`src/rtl/sd_cmd_sequencer_if.sv`:
```
// Command/response and SPI byte-transfer signals between the SD controller,
// the command sequencer and the byte-wide SPI shift engine.
interface sd_cmd_sequencer_if;
   logic        start;
   logic        abort;
   logic [5:0]  cmd_idx;
   logic [0:31] cmd_arg;
   logic        busy;
   logic        done;
   logic        timeout;
   logic [0:7]  r1;
   logic [0:7]  spi_tx;
   logic        spi_req;
   logic        spi_ack;
   logic [0:7]  spi_rx;

   // Bit 0 of every byte/argument vector is the MSB, matching the SD types.
   modport master (
      input  start, abort, cmd_idx, cmd_arg, spi_ack, spi_rx,
      output busy, done, timeout, r1, spi_tx, spi_req
   );

   modport slave (
      output start, abort, cmd_idx, cmd_arg, spi_ack, spi_rx,
      input  busy, done, timeout, r1, spi_tx, spi_req
   );
endinterface

```
`src/rtl/sd_cmd_sequencer.sv`:
```
// Frames one SPI-mode SD command (filler, start byte, argument, CRC7), then
// polls for the R1 response and reports it back to the SD controller.
module sd_cmd_sequencer #(
   parameter int PRE_FF  = 1,
   parameter int NCR_MAX = 8
) (
   input logic                 clk,
   input logic                 reset_n,
   sd_cmd_sequencer_if.master  bus
);

   typedef enum logic [2:0] {IDLE, FILL, SEND, POLL, FIN} seqState_t;

   seqState_t   state, stateNext;
   logic        spiReq, spiReqNext;
   logic [0:7]  spiTx, spiTxNext;
   logic [6:0]  crc, crcNext;
   logic [2:0]  byteCnt, byteCntNext;
   logic [7:0]  pollCnt, pollCntNext;
   logic [5:0]  idxLatch, idxLatchNext;
   logic [0:31] argLatch, argLatchNext;
   logic        busyReg, busyNext;
   logic        doneReg, doneNext;
   logic        timeoutReg, timeoutNext;
   logic [0:7]  r1Reg, r1Next;
   logic [0:7]  frameByte;

   // CRC7 (x^7 + x^3 + 1), fed MSB first.
   function automatic logic [6:0] crc7(input logic [0:7] data, input logic [6:0] crcIn);
      logic [6:0] c;
      logic       fb;
      c = crcIn;
      for (int i = 0; i < 8; i++) begin
         fb = c[6] ^ data[i];
         c  = {c[5:0], 1'b0};
         if (fb) c = c ^ 7'h09;
      end
      return c;
   endfunction

   // The last frame byte uses the CRC accumulated over the first five bytes.
   always_comb begin
      frameByte = 8'hFF;
      case (byteCnt)
         3'd0:    frameByte = {2'b01, idxLatch};
         3'd1:    frameByte = argLatch[0:7];
         3'd2:    frameByte = argLatch[8:15];
         3'd3:    frameByte = argLatch[16:23];
         3'd4:    frameByte = argLatch[24:31];
         3'd5:    frameByte = {crc, 1'b1};
         default: frameByte = 8'hFF;
      endcase
   end

   // A byte is loaded in a cycle where no request is pending, so spi_tx never
   // moves under an active request and one idle cycle always follows the ack.
   always_comb begin
      stateNext    = state;
      spiReqNext   = spiReq;
      spiTxNext    = spiTx;
      crcNext      = crc;
      byteCntNext  = byteCnt;
      pollCntNext  = pollCnt;
      idxLatchNext = idxLatch;
      argLatchNext = argLatch;
      busyNext     = busyReg;
      doneNext     = 1'b0;
      timeoutNext  = timeoutReg;
      r1Next       = r1Reg;

      if (bus.abort && (state == FILL || state == SEND || state == POLL)) begin
         spiReqNext  = 1'b0;
         doneNext    = 1'b1;
         timeoutNext = 1'b1;
         r1Next      = 8'hFF;
         busyNext    = 1'b0;
         stateNext   = FIN;
      end else begin
         case (state)
            IDLE: begin
               if (bus.start && !bus.abort) begin
                  idxLatchNext = bus.cmd_idx;
                  argLatchNext = bus.cmd_arg;
                  busyNext     = 1'b1;
                  timeoutNext  = 1'b0;
                  r1Next       = 8'hFF;
                  crcNext      = 7'd0;
                  byteCntNext  = 3'd0;
                  pollCntNext  = 8'd0;
                  stateNext    = (PRE_FF > 0) ? FILL : SEND;
               end
            end
            FILL: begin
               if (!spiReq) begin
                  spiReqNext = 1'b1;
                  spiTxNext  = 8'hFF;
               end else if (bus.spi_ack) begin
                  spiReqNext = 1'b0;
                  if (byteCnt == 3'(PRE_FF - 1)) begin
                     byteCntNext = 3'd0;
                     stateNext   = SEND;
                  end else begin
                     byteCntNext = byteCnt + 3'd1;
                  end
               end
            end
            SEND: begin
               if (!spiReq) begin
                  spiReqNext = 1'b1;
                  spiTxNext  = frameByte;
                  if (byteCnt != 3'd5) crcNext = crc7(frameByte, crc);
               end else if (bus.spi_ack) begin
                  spiReqNext = 1'b0;
                  if (byteCnt == 3'd5) begin
                     pollCntNext = 8'd0;
                     stateNext   = POLL;
                  end else begin
                     byteCntNext = byteCnt + 3'd1;
                  end
               end
            end
            POLL: begin
               if (!spiReq) begin
                  spiReqNext = 1'b1;
                  spiTxNext  = 8'hFF;
               end else if (bus.spi_ack) begin
                  spiReqNext  = 1'b0;
                  pollCntNext = pollCnt + 8'd1;
                  if (!bus.spi_rx[0]) begin
                     r1Next      = bus.spi_rx;
                     timeoutNext = 1'b0;
                     doneNext    = 1'b1;
                     busyNext    = 1'b0;
                     stateNext   = FIN;
                  end else if (pollCnt == 8'(NCR_MAX - 1)) begin
                     r1Next      = 8'hFF;
                     timeoutNext = 1'b1;
                     doneNext    = 1'b1;
                     busyNext    = 1'b0;
                     stateNext   = FIN;
                  end
               end
            end
            FIN: begin
               stateNext = IDLE;
            end
            default: begin
               stateNext = IDLE;
            end
         endcase
      end
   end

   // State and datapath register with synchronous active-low reset.
   always_ff @(posedge clk) begin
      if (!reset_n) begin
         state      <= IDLE;
         spiReq     <= 1'b0;
         spiTx      <= 8'hFF;
         crc        <= 7'd0;
         byteCnt    <= 3'd0;
         pollCnt    <= 8'd0;
         idxLatch   <= 6'd0;
         argLatch   <= 32'd0;
         busyReg    <= 1'b0;
         doneReg    <= 1'b0;
         timeoutReg <= 1'b0;
         r1Reg      <= 8'hFF;
      end else begin
         state      <= stateNext;
         spiReq     <= spiReqNext;
         spiTx      <= spiTxNext;
         crc        <= crcNext;
         byteCnt    <= byteCntNext;
         pollCnt    <= pollCntNext;
         idxLatch   <= idxLatchNext;
         argLatch   <= argLatchNext;
         busyReg    <= busyNext;
         doneReg    <= doneNext;
         timeoutReg <= timeoutNext;
         r1Reg      <= r1Next;
      end
   end

   assign bus.spi_req = spiReq;
   assign bus.spi_tx  = spiTx;
   assign bus.busy    = busyReg;
   assign bus.done    = doneReg;
   assign bus.timeout = timeoutReg;
   assign bus.r1      = r1Reg;

endmodule
```
`src/flat_wrapper.sv`:
```
// flat-port wrapper written by rule: the top's interface ports become plain ports
module sd_cmd_sequencer_flat 
#(
   parameter int PRE_FF  = 1,
   parameter int NCR_MAX = 8
)
  (clk, reset_n, bus_start, bus_abort, bus_cmd_idx, bus_cmd_arg, bus_spi_ack, bus_spi_rx, bus_busy, bus_done, bus_timeout, bus_r1, bus_spi_tx, bus_spi_req);
  sd_cmd_sequencer_if bus_i ();
  input logic clk;
  input logic reset_n;
  input wire logic [$bits(bus_i.start)-1:0] bus_start;
  input wire logic [$bits(bus_i.abort)-1:0] bus_abort;
  input wire logic [$bits(bus_i.cmd_idx)-1:0] bus_cmd_idx;
  input wire logic [$bits(bus_i.cmd_arg)-1:0] bus_cmd_arg;
  input wire logic [$bits(bus_i.spi_ack)-1:0] bus_spi_ack;
  input wire logic [$bits(bus_i.spi_rx)-1:0] bus_spi_rx;
  output wire logic [$bits(bus_i.busy)-1:0] bus_busy;
  output wire logic [$bits(bus_i.done)-1:0] bus_done;
  output wire logic [$bits(bus_i.timeout)-1:0] bus_timeout;
  output wire logic [$bits(bus_i.r1)-1:0] bus_r1;
  output wire logic [$bits(bus_i.spi_tx)-1:0] bus_spi_tx;
  output wire logic [$bits(bus_i.spi_req)-1:0] bus_spi_req;
  assign bus_i.start = bus_start;
  assign bus_i.abort = bus_abort;
  assign bus_i.cmd_idx = bus_cmd_idx;
  assign bus_i.cmd_arg = bus_cmd_arg;
  assign bus_i.spi_ack = bus_spi_ack;
  assign bus_i.spi_rx = bus_spi_rx;
  assign bus_busy = bus_i.busy;
  assign bus_done = bus_i.done;
  assign bus_timeout = bus_i.timeout;
  assign bus_r1 = bus_i.r1;
  assign bus_spi_tx = bus_i.spi_tx;
  assign bus_spi_req = bus_i.spi_req;
  sd_cmd_sequencer #(.PRE_FF(PRE_FF), .NCR_MAX(NCR_MAX)) u_core (.clk(clk), .reset_n(reset_n), .bus(bus_i));
endmodule
```
`config.mk`:
```
export PLATFORM = sky130hd
export DESIGN_NAME = sd_cmd_sequencer_flat
export DESIGN_NICKNAME = d
export VERILOG_FILES = /design/src/rtl/sd_cmd_sequencer_if.sv /design/src/rtl/sd_cmd_sequencer.sv /design/src/flat_wrapper.sv
export SDC_FILE = /design/constraint.sdc
export NUM_CORES = 1
export LEC_CHECK = 0
export BUFFER_PORTS_ARGS = -buffer_cell sky130_fd_sc_hd__buf_2
export CAP_MARGIN = 30
export CELL_PAD_IN_SITES_DETAIL_PLACEMENT = 0
export CELL_PAD_IN_SITES_GLOBAL_PLACEMENT = 1
export CORE_MARGIN = 5
export CORE_UTILIZATION = 44
export CTS_CLUSTER_SIZE = 40
export DETAILED_ROUTE_END_ITERATION = 8
export PLACE_DENSITY = 0.9
export REMOVE_ABC_BUFFERS = 1
export SLEW_MARGIN = 20
export SYNTH_ARGS = -nofsm -noshare
export SYNTH_HDL_FRONTEND = slang
export SYNTH_SLANG_ARGS = --single-unit
```
`constraint.sdc`:
```
create_clock -name clk -period 6.05 [get_ports clk]
set_input_delay 0.605 -clock clk [delete_from_list [all_inputs] [get_ports clk]]
set_output_delay 0.605 -clock clk [all_outputs]
set_load 0.005 [all_outputs]
```
==> metrics list, run 1 <==
- The tool flagged a number of max-cap violations equal to 0.
* Diode count: 0
* Number of flops mapped to enable cells by yosys: 0
* Flip-flop and latch count after synthesis: 79
* Sequential cell area in the final layout: 1580 µm²
* Worst path cell trace: buf_8 > inv_2 > ha_1 > nor3_2 > and2_1 > o31ai_1 > nor3b_1 > xnor2_1 > xnor2_1 > o22ai_1
* CTS H-tree depth: 3
- Synth area leaders: dfxtp_1 (41%), nand2_1 (11%), a21boi_0 (7.3%), xnor2_1 (2.2%), nor2_1 (2.1%)
- The floorplan step set the die height to 104 µm.
- Final setup violation count: 0
- For this run, the number of standard cells in the final layout without fillers is 641.
- Buffers inserted to repair hold after CTS numbered 0.
- Critical Path Most Common Cell: xnor2_1
- For this design, the slowest cell found on the critical path is dfxtp_1.
* Source of the critical timing path: u_core.byteCnt[2]$_SDFFE_PN0P_
* Antenna violations before repair: 0
- Counting the buffers created by CTS gives 9.
- In the post-synthesis netlist, the cell with the most instances is nand2_1.
- Post-CTS Repair Setup Buffers: 0
- For the pin with the worst max-slew slack, the measured transition is 919 ps.
- Slew Viols, Final: 0
- Area fraction in and, or, nand and nor cells after synthesis: 0.236
- In this run the power density over the cells is 236 nW/µm².
* Routed vias/inst: 5.34
* Global-route wire length before repair: 15800 µm
- Share of cell area taken by muxes after synthesis: 0.0132
- Last weighted congestion value of the routability-driven placer: 0.849
- Syn avg cell area: 8.21 µm²
- Critical path required time: 6280 ps
- Of the available clock period, the critical path in the final layout requires 0.466.
- Largest family of logic cells by synthesized area: compound AO/OA/AOI/OAI gates
- Worst skew pair latency: 350 ps
- Counting tap cells, the placed design contains a total of 625 instances.
- Arrival time at the worst endpoint: 3050 ps
- Adder-cell share of the synthesized area: 0.0193
* Status: finished clean
- Share of post-route cells with drive strength above 1: 0.201
* Via count of the first global-routing pass: 3333
* Reg-to-reg endpoint: u_core.crc[5]$_SDFFE_PN0P_
- For this run the aggregate overflow at the end of global routing stands at 0.
- The die is 104 µm wide.
* Setup repair after global routing missed its margin: false
* Worst max-slew margin expressed relative to the limit: 0.383
- Syn-to-layout area delta: 14.9%
- Timing would allow up to 354 MHz.
* CTS tree: built
- Time the final worst path needs with I/O delays and setup: 2820 ps
- Setup ws final: 3230 ps
- Counting flops with an async set or reset pin after synthesis yields a share of 0.
- Across the VDD grid, the largest voltage drop is 0.0973 mV.
- Origin of the critical flop-to-flop path: u_core.byteCnt[2]$_SDFFE_PN0P_
- CTS max path bufs: 2
- Before CTS, the worst setup slack after placement is 2820 ps.
- Filler instances: 882
- The detailed router finished its first iteration with 160 violations.
- Launching element type of the critical path: flop
- In this run the remaining antenna-violating nets after routing total 0.
- Hold path cells: 2
- Gates resized during post-CTS repair numbered 0.
- In this run the count of I/O pins placed on the die edge is 71.
* Complex-gate fraction of the synthesized area: 0.243
- The min-delay analysis places its worst path in the category flop to flop.
* Root buffer cell: clkbuf_8
- Count of nets after finishing: 586
- Post-detailed-route wirelength per cell: 14.7 µm
- Wires add up to 9420 µm.
- For this run, design rule violations remaining after detail routing come to 0.
- Setup slack of the worst register-to-register path: 3230 ps
* Via count: 3420
- Overall routing resource usage: 0.174
* Netlist cell types: 58
- The synthesized design spends more area on one cell type than any other, namely dfxtp_1.
- In the synthesized netlist, the number of instances is 475.
* Setup Total Neg Slack: 0 ps
- The synthesized netlist occupies a cell area of 3900 µm².
- The analysis attributes to cell leakage a power of 0.00164 µW.
- For this run, the slowest stage of the critical path takes 470 ps.
* Final core area utilization: 0.516
- The wire-length estimate of the detail-placed layout is 6730 µm.
- Kind of critical path: flop to flop
* Final setup skew: 9.68 ps
- Following the worst setup path forward leads to its endpoint at u_core.crc[5]$_SDFFE_PN0P_.
- Hold timing on the final database bottoms out at a slack of 465 ps.
- The worst setup path is captured at a flop.
- Number of hold violations in the final report: 0
* Leading post-synthesis cells by instance count: nand2_1 (110), dfxtp_1 (79), a21boi_0 (38)
* CP Max Fanout: 24
- Row generation in the floorplan step produced 34 rows.
* Top-area cell type share of the netlist area: 0.406
- Flip-flop cell with the highest count after synthesis: dfxtp_1
- Clock tree sinks: 79
- Number of buffers added on ports: 70
- The first detailed-routing pass took 5 iterations.
* Synth warnings: 0
* Placeable Area: 8680 µm²
- The share of the Yosys chip area taken by registers is 0.406.
- Register-to-Register Path Depth: 10
- Entering global routing, the biggest net connects 58 pins.
- The initial utilization of the core area, before any placement, comes to 0.449.
* Area share of xor/xnor cells in the synthesized design: 0.0382
- Die area: 10800 µm²
* Clock-pin slew on the worst setup and hold paths: 70 ps
* Combined area of the multi-input logic cells: 2150 µm²
metrics by stage:
stage                     power [µW]  instance area (µm²)
after floorplan                  652                 3770
after global placement           704                 4280
after detailed placement         707                 4280
after CTS                       1070                 4460
after global routing            1110                 4480
final                           1060                 4480
routing by layer:
layer	global-route usage	routed length, µm
met5	0	0
met4	0.0648	147
met3	0.0304	465
met2	0.271	4270
met1	0.242	4530
critical path, delay by kind of cell (launching register included):
kind | cells | cell delay [ps]
AOI/OAI and AO/OA | 2 | 200
xor gates and xnor gates | 2 | 370
adders and majority gates | 1 | 320
buffers and inverters | 2 | 330
DFF | 1 | 470
and+or+nand+nor | 3 | 990
final cells by class:
| cell class | instances | area share |
|---|---|---|
| multi-input combinational | 354 | 0.481 |
| timing repair buffer | 73 | 0.0850 |
| tap | 108 | 0.0302 |
| inverter | 12 | 0.0101 |
| clock buffer | 12 | 0.0369 |
| clock inverter | 3 | 0.00391 |
| sequential | 79 | 0.353 |
cells in the final DEF, fill, tap and decap left out, types with 3 or more instances in the layout:
| master | instances |
|---|---|
| o32ai_1 | 3 |
| o211ai_1 | 3 |
| nor2_1 | 21 |
| o211a_1 | 3 |
| nand3_1 | 13 |
| a21boi_0 | 38 |
| xnor2_1 | 10 |
| ha_1 | 6 |
| nand2b_1 | 6 |
| o21ai_0 | 12 |
| or3_1 | 8 |
| o22ai_1 | 8 |
| nand2_1 | 110 |
| a22o_1 | 4 |
| nor2b_1 | 8 |
| xor2_1 | 7 |
| a221o_1 | 4 |
| mux2i_1 | 4 |
| o21ai_1 | 8 |
| a22oi_1 | 6 |
| a21boi_1 | 4 |
| dfxtp_1 | 79 |
| nor3_2 | 8 |
| buf_2 | 70 |
| a21oi_1 | 11 |
| inv_1 | 11 |
| nor3_1 | 5 |
| o31ai_1 | 3 |
| a211oi_1 | 4 |
| nand4_1 | 5 |
| clkbuf_8 | 12 |
cells by family (layout without fill, tap and decap cells):
family | count (synthesis) | in the layout
compound gates | 130 | 130
xor+xnor | 17 | 17
fa+ha+maj | 6 | 6
buf+inv | 42 | 100
flops | 79 | 79
mux | 5 | 5
simple gates | 196 | 196
power breakdown:
group          internal (µW)  switching, µW
clock                    179            185
combinational           54.7           76.6
sequential               541           21.7
how the worst min path moves through the flow:
| stage | start | endpoint | slack, ps |
|---|---|---|---|
| after floorplan | u_core.argLatch[25]$_SDFFE_PN0P_ | u_core.argLatch[25]$_SDFFE_PN0P_ | 440 |
| after global routing | u_core.argLatch[0]$_SDFFE_PN0P_ | u_core.argLatch[0]$_SDFFE_PN0P_ | 490 |
| final | u_core.argLatch[0]$_SDFFE_PN0P_ | u_core.argLatch[0]$_SDFFE_PN0P_ | 460 |
| after detailed placement | u_core.bus.r1[0]$_SDFFE_PP1P_ | u_core.bus.r1[0]$_SDFFE_PP1P_ | 460 |
| after global placement | u_core.bus.r1[0]$_SDFFE_PP1P_ | u_core.bus.r1[0]$_SDFFE_PP1P_ | 450 |
| after CTS | u_core.argLatch[0]$_SDFFE_PN0P_ | u_core.argLatch[0]$_SDFFE_PN0P_ | 470 |
sequential cells by signal, indices dropped and copies added (netlist names):
register,cells
u_core.bus.spi_req,1
u_core.pollCnt,8
u_core.idxLatch,6
u_core.bus.spi_tx,8
u_core.bus.done,1
u_core.crc,7
u_core.state,3
u_core.bus.busy,1
u_core.byteCnt,3
u_core.bus.timeout,1
u_core.argLatch,32
u_core.bus.r1,8
(Power assumes the default switching activity.)
==> inputs of run 2 (changes only) <==
CORE_UTILIZATION = 37   (was 44)
PLACE_DENSITY = 0.82   (was 0.9)
clock period = 2.33 ns   (was 6.05 ns; I/O delays follow)
==> run 2 against run 1 <==
Hold slack worse by 350 ps. Flip-flop and latch count is the same. Die area grew 17%. Power grew to 2.7 times the previous value. Fmax rose by 27%. Routed wire length is 7.7% higher. Non-clock buffer count is 27 higher. Worst setup slack got worse by 3100 ps. Sequential share of layout area down 2.7 points. Combinational power grew to 3.0 times the previous value. Clock power rose to 2.9 times the previous value. Final cell count grew 8.6%.
==> metrics list, run 2 (synthesized netlist as in run 1, its figures left out) <==
- Static timing analysis puts the maximum clock frequency at 451 MHz.
- Setup slack on the worst reg-to-reg path comes out at 110 ps.
* Post-detailed-routing wire length: 10100 µm
- The tightest min-delay check is of the input pin to flop type.
- Fill cells in the final layout number 1061.
- The congestion estimate from routability-driven global placement came to 0.813.
* Syn-to-layout area delta: 24.9%
- DP Wirelength: 7200 µm
- On the critical path, the stage with the largest delay is an instance of or4_4.
- Placeable Area: 10300 µm²
- The critical path starts at u_core.pollCnt[7]$_SDFFE_PN0P_.
- Crit path to: u_core.bus.r1[2]$_SDFFE_PP1P_
- CP Buf/Inv Count: 0
- The critical path crosses 6 cells after its start point.
- In this run the power density over the cells is 592 nW/µm².
- On the worst path, the slowest cell contributes a delay of 540 ps.
* Hold path cells: 3
- In the final timing run, aggregate negative setup slack is 0 ps.
- The die is 113 µm wide.
* Hold Buf Count CTS: 0
- After floorplanning, the core was divided into 37 placement rows.
- Buffers placed on the I/O ports in this run total 70.
- The top cell types in the final layout, fill and taps aside, are nand2_1 (110), dfxtp_1 (76), buf_2 (70).
- CTS tree: built
- At the pin with the least slew margin, the transition time is 661 ps.
- Count of nets after finishing: 613
* Most frequent standard cell in the layout excluding fill and tap cells: nand2_1
- Kind of cell adding the most delay to the critical path: simple AND/OR/NAND/NOR gates
- In this run the number of H-tree levels came out at 3.
- Dividing the final minimum period by the clock period gives 0.952.
* Count of nets left with antenna violations after detail routing: 0
- Time the final worst path needs with I/O delays and setup: 2220 ps
- Clock-pin slew was measured on the worst setup and hold paths at 80 ps.
- Launching element type of the critical path: flop
- VDD IR max: 0.353 mV
* Die Ht: 113 µm
- Worst skew pair latency: 360 ps
* Final core area utilization: 0.474
* Reg-to-reg endpoint: u_core.bus.r1[2]$_SDFFE_PP1P_
* Share of post-route cells with drive strength above 1: 0.268
- Slew Viols, Final: 0
- Across every metal layer, demand over resource in global routing totals 0.162.
- Cell total after placement: 681
- Diode count: 0
- # DRC: 0
* Maximum number of pins on one net before global-route repair: 39
- Origin of the critical flop-to-flop path: u_core.pollCnt[7]$_SDFFE_PN0P_
- The setup path with the least slack is of type flop to flop.
- The tree is rooted in a clkbuf_8.
- CP Max Fanout: 9
- Max reg flops: 32
* Global-route wire length before repair: 16900 µm
* Post-CTS Repair Setup Buffers: 0
* Status: finished clean
* Die area: 12700 µm²
- Pin placement for this block handled 71 I/O pins.
- Hold_sp: bus_cmd_arg[12]
- Critical path required time: 2550 ps
- Via count of the first global-routing pass: 3543
- STA classifies the critical path endpoint as a flop.
- Post-detailed-route wirelength per cell: 14.6 µm
- Clock tree sinks: 79
* Worst max-slew margin expressed relative to the limit: 0.558
- Routed vias/inst: 5.23
- Across all layers, the routed design uses 3637 vias.
- Arrival time at the worst endpoint: 2430 ps
- Antenna violations before repair: 0
- Max-capacitance violation count: 0
- Worst hold slack: 114 ps
* Final setup skew: 13.2 ps
- TritonCTS Buffers: 9
* Register with the most flip-flops: u_core.argLatch
- For this design the static power due to leakage is 0.00182 µW.
* Drt first pass iters: 4
- The number of hold-slack violations in the final timing report came to 0.
- For this configuration, the core starts out at a cell density of 0.379.
* Worst path cell trace: or4_4 > o31ai_4 > or3b_4 > a21o_2 > nor3_2 > o21ai_1
* Aggregate global routing overflow: 0
- DRC violation total after the first TritonRoute iteration: 173
* Register-to-Register Path Depth: 6
- Number of non-filler instances in the completed layout: 696
- Final setup violation count: 0
- CTS max path bufs: 2
-- run 2: final cells by class --
| cell class | instances | area (µm²) | area share |
|---|---|---|---|
| multi-input combinational | 354 | 2240 | 0.460 |
| sequential | 79 | 1590 | 0.326 |
| tap | 136 | 170 | 0.0350 |
| clock inverter | 3 | 42.5 | 0.00874 |
| clock buffer | 12 | 155 | 0.0319 |
| inverter | 12 | 45.0 | 0.00925 |
| timing repair buffer | 100 | 626 | 0.129 |
-- run 2: worst register-to-register path: cells and delay by family, from the launching register on --
| family | cells | cell delay, ps |
|---|---|---|
| DFF | 1 | 320 |
| and+or+nand+nor | 3 | 1160 |
| AOI/OAI and AO/OA | 3 | 600 |
-- run 2: per-stage QoR --
step           setup slack (ps)  area, µm²  total power [µW]
2_1_floorplan              -289       3770              1690
3_3_place_gp              0.231       4570              1860
3_5_place_dp               -121       4570              1870
4_1_cts                    16.7       4790              2910
5_1_grt                   -13.6       4870              3030
6_report                    112       4870              2880
-- run 2: worst min path at each step --
| stage | endpoint |
|---|---|
| 5_1_grt | u_core.argLatch[14]$_SDFFE_PN0P_ |
| 3_5_place_dp | u_core.idxLatch[1]$_SDFFE_PN0P_ |
| 6_report | u_core.argLatch[19]$_SDFFE_PN0P_ |
| 4_1_cts | u_core.argLatch[4]$_SDFFE_PN0P_ |
| 3_3_place_gp | u_core.bus.r1[0]$_SDFFE_PP1P_ |
| 2_1_floorplan | u_core.bus.spi_tx[0]$_SDFFE_PN1P_ |
-- run 2: where the power goes --
part | internal, µW | leakage [µW] | switching, µW
sequential | 1400 | 0.000643 | 43.4
clock | 546 | 0.0000985 | 489
combinational | 175 | 0.00107 | 222
total | 2130 | 0.00182 | 755
-- run 2: layer usage --
metal  vias up  wire (µm)  GRT usage
met4         0        195     0.0617
met2        92       4670      0.253
met5         -          0          0
li1       1833          -          -
met1      1693       4820      0.221
met3        19        459     0.0313
-- run 2: what timing repair did --
action | 4_1_cts | 5_1_grt
hold endpoints to repair | 0 | 0
gates cloned | 0 | 0
endpoints found under the setup margin | 8 | 18
resized for setup | 7 | 16
pin swaps | 0 | 3
==> inputs of run 3 (changes only) <==
--- a/config.mk
+++ b/config.mk
@@ -14,4 +14,5 @@
 export CTS_CLUSTER_SIZE = 40
 export DETAILED_ROUTE_END_ITERATION = 8
+export HOLD_SLACK_MARGIN = 0.02
 export PLACE_DENSITY = 0.82
 export REMOVE_ABC_BUFFERS = 1
==> constraint.sdc (replaced) <==
create_clock -name clk -period 2.33 [get_ports clk]
set_input_delay 0 -clock clk [delete_from_list [all_inputs] [get_ports clk]]
set_output_delay 0 -clock clk [all_outputs]
set_load 0.005 [all_outputs]
==> run 3 against run 2 <==
Worst setup slack got worse by 45 ps. Critical path depth increased by 3. Hold slack got worse by 86 ps. First-iteration DRC count increased by 27%. Design area increased by 8.5%. Die area unchanged. Global-route usage increased by 0.67 points. Non-clock buffer count increased by 47. Via count increased by 3.3%. Critical endpoint is now u_core.byteCnt[1]$_SDFFE_PN0P_.
==> metrics list, run 3 (synthesized netlist as in run 1, its figures left out) <==
- Along the worst path, the maximum fanout reaches 14.
* Slew Viols, Final: 0
* Final setup violation count: 0
- The die is 113 µm tall.
- Of the total power, the share spent switching nets is 0.258.
* Launching element type of the critical path: flop
- Source of the critical timing path: u_core.byteCnt[1]$_SDFFE_PN0P_
- Final core area utilization: 0.514
* Setup Total Neg Slack: 0 ps
- Measured in cells, the most critical reg-to-reg path has a length of 9.
- Reg-to-reg endpoint: u_core.byteCnt[1]$_SDFFE_PN0P_
* Overall routing resource usage: 0.169
- Final design instance area without fill: 5280 µm²
* Number of non-filler instances in the completed layout: 743
- Total power: 2930 µW
- Worst skew pair latency: 360 ps
- Clock tree synthesis selected as its root buffer the cell clkbuf_8.
* Final setup skew: 10.5 ps
- Entering global routing, the biggest net connects 39 pins.
* P_sw: 755 µW
* Time the final worst path needs with I/O delays and setup: 2260 ps
- Counting instances, the worst hold path has a depth of 2.
* Diode count: 0
- Depth of the critical timing path with buffers and inverters included: 9
- Broken down by cell family, the worst path's largest delay share belongs to compound AO/OA/AOI/OAI gates.
- Most frequent standard cell in the layout excluding fill and tap cells: nand2_1
- Leading cell types in the layout, fill and taps excluded: nand2_1 (110), dfxtp_1 (78), buf_2 (70)
* Power per Cell Area: 555 nW/µm²
- The floorplan has 37 rows.
- The count of nets left with antenna violations once routing finished came out at 0.
- Last weighted congestion value of the routability-driven placer: 0.823
* Aggregate global routing overflow: 0
- Clock-pin slew was measured on the worst setup and hold paths at 80 ps.
- Headroom to the max-slew limit came out at 0.541.
- From left edge to right edge, the die measures 113 µm.
- Total cell area at the placement stage: 4560 µm²
- Static leakage: 0.00199 µW
- Routed vias/inst: 5.06
- The signal on the critical path passes through inv_1 > ha_2 > buf_4 > a21oi_1 > mux2i_1 > o31ai_1 > nand2b_1 > or3_1 > a21boi_1.
- Hold Crit Class: input pin to flop
- # DRC: 0
* Origin of the critical flop-to-flop path: u_core.byteCnt[1]$_SDFFE_PN0P_
- DRC violation total after the first TritonRoute iteration: 219
- CTS tree: built
- Initial core utilization: 0.379
* Die area: 12700 µm²
- VDD sags by at most 0.279 mV.
- CP Buf/Inv Count: 2
- Internal power summed over all cells: 2170 µW
* Number of buffers added on ports: 70
- Cell type of the slowest stage on the worst timing path: dfxtp_1
- Buffers added to address setup during post-CTS repair amount to 0.
- Reg power frac: 0.494
- The number of antenna violations at the first check in global routing was 0.
- Clock tree sinks: 79
- Via count of the first global-routing pass: 3741
- Setup repair after global routing could not meet its margin everywhere.
- Timing-limited maximum frequency: 442 MHz
- The setup path with the least slack is of type flop to flop.
- Data on the critical path is required at its endpoint by 2610 ps.
- Share of post-route cells with drive strength above 1: 0.242
- The largest single stage delay on the critical path is 380 ps.
* DP Wirelength: 7160 µm
* Relative contribution of combinational cells to total power: 0.155
- Syn-to-layout area delta: 35.5%
- The flow ran to the end, and the final reports show no timing, DRC or antenna violations.
* TritonCTS Buffers: 9
- For this design the top-level I/O count stands at 71.
- Final Cycle Share: 0.971
- Placeable Area: 10300 µm²
- More flip-flops sit in one register than any other, and that register is u_core.argLatch.
- Max-capacitance violation count: 0
- Cell total after placement: 682
* CTS max path bufs: 2
- Clock power share: 0.351
- Following the worst setup path forward leads to its endpoint at u_core.byteCnt[1]$_SDFFE_PN0P_.
- In the final routed layout, each cell accounts on average for 13.7 µm.
* Arrival time at the worst endpoint: 2550 ps
- The first global-routing pass estimated 17600 µm of wire.
- Worst slew pin tran: 687 ps
- The register with the most flip-flops in the layout has 32 of them.
- For this run, the detailed router's first-pass iteration total came to 4.
- Count of nets after finishing: 660
* CTS H-tree depth: 3
- Summed over all layers, the routed wires come to 10200 µm.
* Setup slack of the worst register-to-register path: 70 ps
- The number of hold-slack violations in the final timing report is 0.
- The worst setup path is captured at a flop.
- For this block, the via count after detailed routing is 3756.
==> run 3: area by class of cell <==
type	instances	area [µm²]
clock buffer	12	155
sequential	79	1580
clock inverter	3	42.5
fill	986	4990
inverter	12	45.0
timing repair buffer	147	1080
tap	136	170
multi-input combinational	354	2210
==> run 3: worst min path at each step <==
stage               slack, ps             from                                end
finish                     30          reset_n  u_core.bus.spi_tx[3]$_SDFFE_PN1P_
global route               50          reset_n  u_core.bus.spi_tx[1]$_SDFFE_PN1P_
CTS                        30          reset_n  u_core.bus.spi_tx[1]$_SDFFE_PN1P_
detailed placement        260  bus_cmd_arg[24]    u_core.argLatch[7]$_SDFFE_PN0P_
global placement          250  bus_cmd_arg[29]    u_core.argLatch[2]$_SDFFE_PN0P_
floorplan                  60          reset_n  u_core.bus.spi_tx[0]$_SDFFE_PN1P_
==> run 3: power by group through the flow <==
stage                     sequential, µW  clock, µW  combinational [µW]
final                               1450       1030                 453
after global routing                1460       1120                 506
after CTS                           1450       1060                 453
after detailed placement            1480          0                 392
after global placement              1480          0                 384
after floorplan                     1480          0                 217
==> run 3: per-stage QoR <==
| step | hold WS (ps) | setup slack (ps) |
|---|---|---|
| 4_1_cts | 27.6 | 32.2 |
| 5_1_grt | 49.0 | -30.0 |
| 3_3_place_gp | 250 | -1.99 |
| 2_1_floorplan | 61.9 | -289 |
| 6_report | 28.2 | 67.1 |
| 3_5_place_dp | 257 | -141 |
==> run 3: timing repair <==
action / 4_1_cts / 5_1_grt
hold buffers: 46 / 0
endpoints found under the hold margin: 47 / 0
pin swaps: 0 / 1
endpoints found under the setup margin: 10 / 16
resized for setup: 8 / 8
gates cloned: 0 / 0
==> run 3: worst reg2reg max path: stages (launching register included) <==
cell and delay, ps:
dfxtp_1 380, inv_1 90, ha_2 290, buf_4 180, a21oi_1 200, mux2i_1 120, o31ai_1 230, nand2b_1 180
or3_1 380, a21boi_1 150
==> run 3: metal layers <==
| layer | track usage | wire length, µm | vias to the layer above |
|---|---|---|---|
| met4 | 0.0777 | 234 | 0 |
| met1 | 0.220 | 4810 | 1727 |
| met3 | 0.0291 | 430 | 19 |
| li1 | - | - | 1927 |
| met2 | 0.272 | 4750 | 83 |
| met5 | 0 | 0 | - |
